## config.mk

```make
export PLATFORM = sky130hd
export DESIGN_NAME = bus_arbiter_rr
export DESIGN_NICKNAME = d
export VERILOG_FILES = /design/src/rtl/arb_pkg.sv /design/src/rtl/rr_pick.sv /design/src/rtl/bus_arbiter_rr.sv
export SDC_FILE = /design/constraint.sdc
export NUM_CORES = 1
export LEC_CHECK = 0
export ABC_AREA = 0
export CORE_MARGIN = 2
export CORE_UTILIZATION = 52
export CTS_BUF_LIST = sky130_fd_sc_hd__clkbuf_8 sky130_fd_sc_hd__clkbuf_16
export CTS_CLUSTER_DIAMETER = 40
export DETAILED_ROUTE_END_ITERATION = 10
export MAX_ROUTING_LAYER = met4
export PLACE_DENSITY = 0.81
export SLEW_MARGIN = 20
export SYNTH_ARGS = -nofsm -noshare
export SYNTH_HDL_FRONTEND = slang
export SYNTH_SLANG_ARGS = --single-unit
```

## constraint.sdc

```tcl
create_clock -name clk -period 2.97 [get_ports clk]
set_input_delay 0.297 -clock clk [delete_from_list [all_inputs] [get_ports clk]]
set_output_delay 0.297 -clock clk [all_outputs]
set_load 0.1 [all_outputs]
```

## src/rtl/arb_pkg.sv

```systemverilog
// Shared types and defaults for the round-robin bus arbiters.
// Consumed by bus_arbiter_rr and rr_pick.
package arb_pkg;

  typedef enum logic [1:0] {
    IDLE         = 2'd0,
    GNT          = 2'd1,
    WAIT_RQ_LOW  = 2'd2,
    WAIT_MEM_LOW = 2'd3
  } arbState_t;

  localparam int DEF_N_MASTERS = 4;
  localparam int DEF_MAX_HOLD  = 256;

  function automatic int idWidth(input int nMasters);
    return (nMasters <= 2) ? 1 : $clog2(nMasters);
  endfunction

endpackage

```

## src/rtl/rr_pick.sv

```systemverilog
// Combinational round-robin picker: the first set request bit at or after ptr,
// wrapping modulo N_MASTERS.
module rr_pick
  import arb_pkg::*;
#(
  parameter int N_MASTERS = DEF_N_MASTERS,
  parameter int ID_W      = idWidth(N_MASTERS)
) (
  input  logic [N_MASTERS-1:0] req,
  input  logic [ID_W-1:0]      ptr,
  output logic                 valid,
  output logic [ID_W-1:0]      idx
);

  // Walk offsets from the farthest to the nearest so the nearest match wins.
  always_comb begin
    int cand;
    cand  = 0;
    valid = 1'b0;
    idx   = '0;
    for (int i = N_MASTERS - 1; i >= 0; i--) begin
      cand = int'(ptr) + i;
      if (cand >= N_MASTERS) cand = cand - N_MASTERS;
      if (req[cand[ID_W-1:0]]) begin
        valid = 1'b1;
        idx   = cand[ID_W-1:0];
      end
    end
  end

endmodule

```

## src/rtl/bus_arbiter_rr.sv

```systemverilog
// Round-robin arbiter for N cores sharing one memory bus channel, with a
// four-phase Ready handshake. Optional hold watchdog under ARB_TIMEOUT_EN.
//
// state        | meaning
// IDLE         | bus free, waiting for a request with Ready low
// GNT          | grant issued, waiting for memory Ready
// WAIT_RQ_LOW  | transfer done, waiting for owner to drop its request
// WAIT_MEM_LOW | grant dropped, waiting for Ready to return low
module bus_arbiter_rr
  import arb_pkg::*;
#(
  parameter int N_MASTERS = DEF_N_MASTERS,
  parameter int ID_W      = idWidth(N_MASTERS),
  parameter int MAX_HOLD  = DEF_MAX_HOLD
) (
  input  logic                 clk,
  input  logic                 reset,
  input  logic [N_MASTERS-1:0] Bus_RQ,
  input  logic                 Mem_Ready,
  output logic [N_MASTERS-1:0] Bus_GRANT,
  output logic [ID_W-1:0]      Grant_Id,
  output logic                 Bus_Busy,
  output logic                 Timeout_Err
);

  if (N_MASTERS < 2 || N_MASTERS > 16 || MAX_HOLD < 2) begin : gBadParams
    $error("bus_arbiter_rr: unsupported parameter set");
  end

  arbState_t             state;
  logic [ID_W-1:0]       ptr;
  logic                  pickValid;
  logic [ID_W-1:0]       pickIdx;
  logic [N_MASTERS-1:0]  pickOneHot;
  logic [ID_W-1:0]       nextPtr;
  logic                  ownerReq;
  logic                  startGrant;
  logic                  holdExpired;

  rr_pick #(
    .N_MASTERS(N_MASTERS),
    .ID_W     (ID_W)
  ) uPick (
    .req  (Bus_RQ),
    .ptr  (ptr),
    .valid(pickValid),
    .idx  (pickIdx)
  );

  assign pickOneHot = N_MASTERS'(1) << pickIdx;
  assign ownerReq   = Bus_RQ[Grant_Id];
  assign nextPtr    = (Grant_Id == ID_W'(N_MASTERS - 1)) ? '0 : Grant_Id + ID_W'(1);
  // A stale Ready from the previous owner blocks any new grant.
  assign startGrant = (state == IDLE) && pickValid && !Mem_Ready;

`ifdef ARB_TIMEOUT_EN
  localparam int HOLD_W = (MAX_HOLD > 2) ? $clog2(MAX_HOLD) : 1;

  logic [HOLD_W-1:0] holdCnt;
  logic              timeoutErr;

  assign holdExpired = ((state == GNT) || (state == WAIT_RQ_LOW)) &&
                       (holdCnt == HOLD_W'(MAX_HOLD - 1));
  assign Timeout_Err = timeoutErr;

  always_ff @(posedge clk or negedge reset) begin
    if (!reset) begin
      holdCnt    <= '0;
      timeoutErr <= 1'b0;
    end else begin
      timeoutErr <= holdExpired;
      if (startGrant)
        holdCnt <= '0;
      else if (((state == GNT) || (state == WAIT_RQ_LOW)) && !holdExpired)
        holdCnt <= holdCnt + HOLD_W'(1);
    end
  end
`else
  assign holdExpired = 1'b0;
  assign Timeout_Err = 1'b0;
`endif

  always_ff @(posedge clk or negedge reset) begin
    if (!reset) begin
      state     <= IDLE;
      Bus_GRANT <= '0;
      Grant_Id  <= '0;
      Bus_Busy  <= 1'b0;
      ptr       <= '0;
    end else begin
      case (state)
        IDLE: begin
          if (startGrant) begin
            state     <= GNT;
            Bus_GRANT <= pickOneHot;
            Grant_Id  <= pickIdx;
            Bus_Busy  <= 1'b1;
          end
        end
        GNT: begin
          if (holdExpired) begin
            state     <= WAIT_MEM_LOW;
            Bus_GRANT <= '0;
          end else if (Mem_Ready) begin
            state <= WAIT_RQ_LOW;
          end else if (!ownerReq) begin
            state     <= WAIT_MEM_LOW;
            Bus_GRANT <= '0;
          end
        end
        WAIT_RQ_LOW: begin
          if (holdExpired || !ownerReq) begin
            state     <= WAIT_MEM_LOW;
            Bus_GRANT <= '0;
          end
        end
        WAIT_MEM_LOW: begin
          // Pointer moves only here, so a re-requesting owner queues behind others.
          if (!Mem_Ready) begin
            state    <= IDLE;
            Bus_Busy <= 1'b0;
            ptr      <= nextPtr;
          end
        end
        default: begin
          state     <= IDLE;
          Bus_GRANT <= '0;
          Bus_Busy  <= 1'b0;
        end
      endcase
    end
  end

  assert property (@(posedge clk) disable iff (!reset) $onehot0(Bus_GRANT));

endmodule

```

---- After elaboration in Yosys (flattened, before gate mapping) ----
Cells that the tools add are included.
storage, ports and cells
  bits in registers ....................... 11
  input bits .............................. 7
  output and inout port bits .............. 8
operators by class
  reduce and logical (&&, ||, !) cells .... 11
  shift-type cells ........................ 1
  add/sub/neg operators ................... 8
  muxes and demuxes ....................... 35
  bitwise operators ....................... 1
  equal/unequal tests ..................... 7
  $lt $le $gt $ge ......................... 9
operators with widths
  cell                   number
  $mux W2                13
  $lt A2 B3 Y1 const B   5
  $mux W4                3
  $pmux W4 S3            1
  $mux W1                11
  $bmux W1 S2            5
  $ge A3 B3 Y1 const B   3
  $pmux W2 S4            1
  $sub A2 B1 Y2 const B  4
  $add A2 B2 Y3 const B  2
  $eq A2 B2 Y1 const B   3
  $ne A2 B2 Y1 const B   3
  $reduce_and A2 Y1      3
  $reduce_and A3 Y1      2
  $shl A1 B2 Y4 const A  1
  $add A2 B1 Y3 const B  1
  $ge A2 B3 Y1 const B   1
  $reduce_bool A3 Y1     1
  $add A2 B1 Y2 const B  1
  $eq A2 B1 Y1 const B   1
  $logic_and A1 B1 Y1    2
  $logic_not A2 Y1       1
  $pmux W1 S2            1
  $reduce_bool A2 Y1     1
  other kinds (2)        2

---- Longest topological paths before layout ----
  depth after elaboration ................. 13
  gate-level depth with buffers ........... 6

---- Hierarchy ----
A second synthesis with hierarchy kept.
second synthesis, totals
  cell total of the unflattened synthesis .. 70
  area total of the unflattened synthesis .. 681.9 um^2
by module, submodules not included
  module          area each (um^2)  times used  sequential area each (um^2)  cells each
  bus_arbiter_rr  604.3             1           275.3                        57
  rr_pick         77.6              1           0.0                          13

---- Worst setup path after synthesis ----
No wires, ideal clock.
  kind .................................... register to register
  from .................................... reg Grant_Id[0]
  to ...................................... reg Bus_GRANT[3]
  setup slack ............................. 643 ps
  cell stages (with the launch flop) ...... 5
  arrival time ............................ 2232 ps
  data required time ...................... 2875 ps
  clock period less this slack ............ 2327 ps
  setup time .............................. 95 ps
  path through ............................ dfrtp_1 mux4_2 and2_4 or2_4 o31ai_1
on the way
  word-level cells in the longest chain between the ends .. 5
ends and longest elaborated chain
  element                          line                  text
  start, declared                  bus_arbiter_rr.sv:21  output logic [ID_W-1:0] Grant_Id,
  start signal, assigned           bus_arbiter_rr.sv:96  Grant_Id <= pickIdx;
  $bmux W1 S2 *                    bus_arbiter_rr.sv:51  assign ownerReq = Bus_RQ[Grant_Id];
  $mux W1 (not written as such) *  bus_arbiter_rr.sv:51
  $mux W4 *                        -
  $mux W4                          -
  $pmux W4 S3 *                    -
  end signal, assigned             bus_arbiter_rr.sv:95  Bus_GRANT <= pickOneHot;
  end, declared                    bus_arbiter_rr.sv:20  output logic [N_MASTERS-1:0] Bus_GRANT,
Every way passes the cells marked *; elsewhere a longest branch is shown, timed or not. The select of a mux whose other input is x is not followed.
A chain may end at the register's enable or synchronous reset.

---- Worst setup path after layout ----
  from .................................... reg state[1]
  to ...................................... reg Grant_Id[1]
on the way
  word-level cells in the longest chain between the ends .. 4
ends and longest elaborated chain
  element                               line                                        text
  start, declared                       bus_arbiter_rr.sv:30                        arbState_t state;
  start signal, assigned                bus_arbiter_rr.sv:85                        state <= IDLE;
  start signal, assigned                bus_arbiter_rr.sv:94                        state <= GNT;
  start signal, assigned                bus_arbiter_rr.sv:102                       state <= WAIT_MEM_LOW;
  $logic_not A2 Y1 *                    bus_arbiter_rr.sv:54, bus_arbiter_rr.sv:91
  $logic_and A1 B1 Y1 (2 in a row)      bus_arbiter_rr.sv:54                        assign startGrant = (state == IDLE) && pickValid && !Mem_Ready;
  $reduce_and A2 Y1 (no source line) *  -
Every way passes the cells marked *; elsewhere a longest branch is shown, timed or not.

==> results.yml <==
run_status:
  status: "finished clean"
clock_tree:
  hold_buffers: 0
  cts_buffer_depth: 2
  cts_buffers: 3
  post-cts-setup-buffers: 0
  cts.clk_slew.worst_paths_ns: 0.05
  clockRootBuffer: "clkbuf_8"
  htreeDepth: 1
  cts-resized-gates: 0
  cts.sinks: 11
  clkLatencyLatePin_ns: 0.24
  cts_tree: "done"
place:
  hpwl_mm: 1.09
  gp_congestion: 0.841
  port_buffers: 13
logic_synthesis:
  synthTopCellsByCount: "dfrtp_1 (11), o21ai_0 (6), ha_1 (5), inv_1 (5), o31ai_1 (5)"
  synth.avg_cell_area_sq_um: 10.0
  synth_nets: 83
  postSynthCellCount: 71
  synth-edff-count: 0
  syn-cell-area_sq_um: 713
  synth_top_area_cell: "dfrtp_1"
  synthDistinctLibCells: 32
  synthArstFlopShare_pct: 100
  synth_top_area_share_pct: 38.6
  yosysSeqAreaShare_pct: 38.6
  ys_ff_latch: 11
  ys.flop_type: "dfrtp_1"
  yosysMostFrequentCell: "dfrtp_1"
  synth_warnings: 0
  synth_area_leaders: "dfrtp_1 (39%), ha_1 (8.8%), o31ai_1 (5.3%), mux2_2 (4.7%), o21ai_0 (4.2%)"
detailed_routing:
  drtPass1Iterations: 4
  num_vias: 605
  ant_nets: 0
  drc_errors: 0
  vias_per_cell: 5.93
  drt_iter0_drc: 14
  avgRoutedWirePerCell_um: 15.0
  wl_mm: 1.53
global_route:
  track_usage_pct: 21.9
  grt_overflow: 0
  grt_max_degree: 12
  grt_pass1_vias: 495
  grt_pass1_wl_mm: 2.18
  antenna_found_initial: 0
setup_path:
  cp-start-kind: "register"
  critPathLaunch: "state[1]"
  cp.arrival_ns: 2.04
  critPathKind: "register to register"
  cp-end-kind: "register"
  required_ns: 3.09
  timing.rr.start: "state[1]"
  path_max_fanout: 6
die:
  die_h_um: 41.0
  num_rows: 13
  initial_core_util_pct: 55.5
  die_w_um: 41.0
  pin_count: 15
  core_sq_um: 1280
  die_area_sq_um: 1680
sta:
  timing.fmax_mhz: 523
  timing.setup.tns_ns: 0
  hold-worst-slack_ns: 0.402
  final-hold-violation-count: 0
  final-max-slew-violation-count: 0
  period_needed_ns: 1.91
  tightest_slew_ns: 0.643
  rsz0062_at_grt: "false"
  setup_viol: 0
  slew_headroom_pct: 56.8
  min_period_over_period_pct: 64.4
  finClkSkew_ns: 0.00506
min_path:
  hold_class: "input port to async pin"
layout:
  drive_gt1_share_pct: 23.0
  fillers: 98
  syn_to_final_growth_pct: 24.4
  antenna_cells: 0
  layout.nets: 100
job:
  maxCapViolCount: 0
## final timing paths
path	end	depth (start not counted)	slack, ns
min in group clk	Bus_GRANT[2]	2	0.54
max	Grant_Id[1]	5	1.06
min	ptr[0]	1	0.40
max reg2reg	Grant_Id[1]	5	1.06
max in group asynchronous	Bus_GRANT[1]	1	2.21
min reg2reg	Bus_GRANT[2]	2	0.54
## critical path, stage by stage (launching register included)
cell	delay, ns
dfrtp_1	0.41
inv_1	0.09
ha_1	0.27
inv_1	0.08
nor3_1	0.54
mux2_2	0.40
## metrics by stage
stage	setup slack (ns)	std cells	cell area [sq um]	utilization, %
floorplan	0.643	71	713	-
global placement	0.875	98	841	65.4
detailed placement	0.836	98	841	65.4
CTS	1.07	102	887	69.0
global route	0.975	102	887	69.0
finish	1.06	102	887	69.0
## layout make-up
| class | count | area [sq um] | share of cell area [%] |
|---|---|---|---|
| inverters | 5 | 18.8 | 2.12 |
| well taps | 15 | 18.8 | 2.12 |
| flip-flops and latches | 11 | 275 | 31.0 |
| clock inverters | 1 | 5.00 | 0.564 |
| clock buffers | 3 | 41.3 | 4.65 |
| multi-input cells | 53 | 408 | 46.0 |
| repair buffers | 14 | 120 | 13.5 |
## registers in the layout, summed over array words and instances (netlist names)
signal,flops
Grant_Id,2
Bus_GRANT,4
state,2
Bus_Busy,1
ptr,2
## placed cells by master, fill, tap and decap left out, types with 3 or more instances in the layout
master           instances
o31ai_1                  5
a21oi_1                  3
clkbuf_8                 3
clkdlybuf4s50_1          6
ha_1                     5
inv_1                    5
mux2_2                   3
buf_4                    8
dfrtp_1                 11
o21ai_0                  6
## layer usage
metal  global-route usage [%]  share of wire [%]
met5                        -                  0
met4                     12.5                3.1
met3                     4.89                6.3
met2                     30.1                 44
met1                     29.5                 46
## kinds of logic (layout without fill, tap and decap cells)
| family | count (synthesis) | in the layout | synth area share, % |
|---|---|---|---|
| other | 1 | 1 | 0.526 |
| AOI/OAI and AO/OA | 27 | 27 | 26.1 |
| buffers and inverters | 7 | 23 | 4.21 |
| muxes | 5 | 5 | 9.30 |
| and+or+nand+nor | 15 | 15 | 12.5 |
| adders and majority gates | 5 | 5 | 8.77 |
| DFF | 11 | 11 | 38.6 |
Power is left out: the tool's default activity adds up to more than one toggle a clock period on the data nets, which glitch-free logic cannot reach.
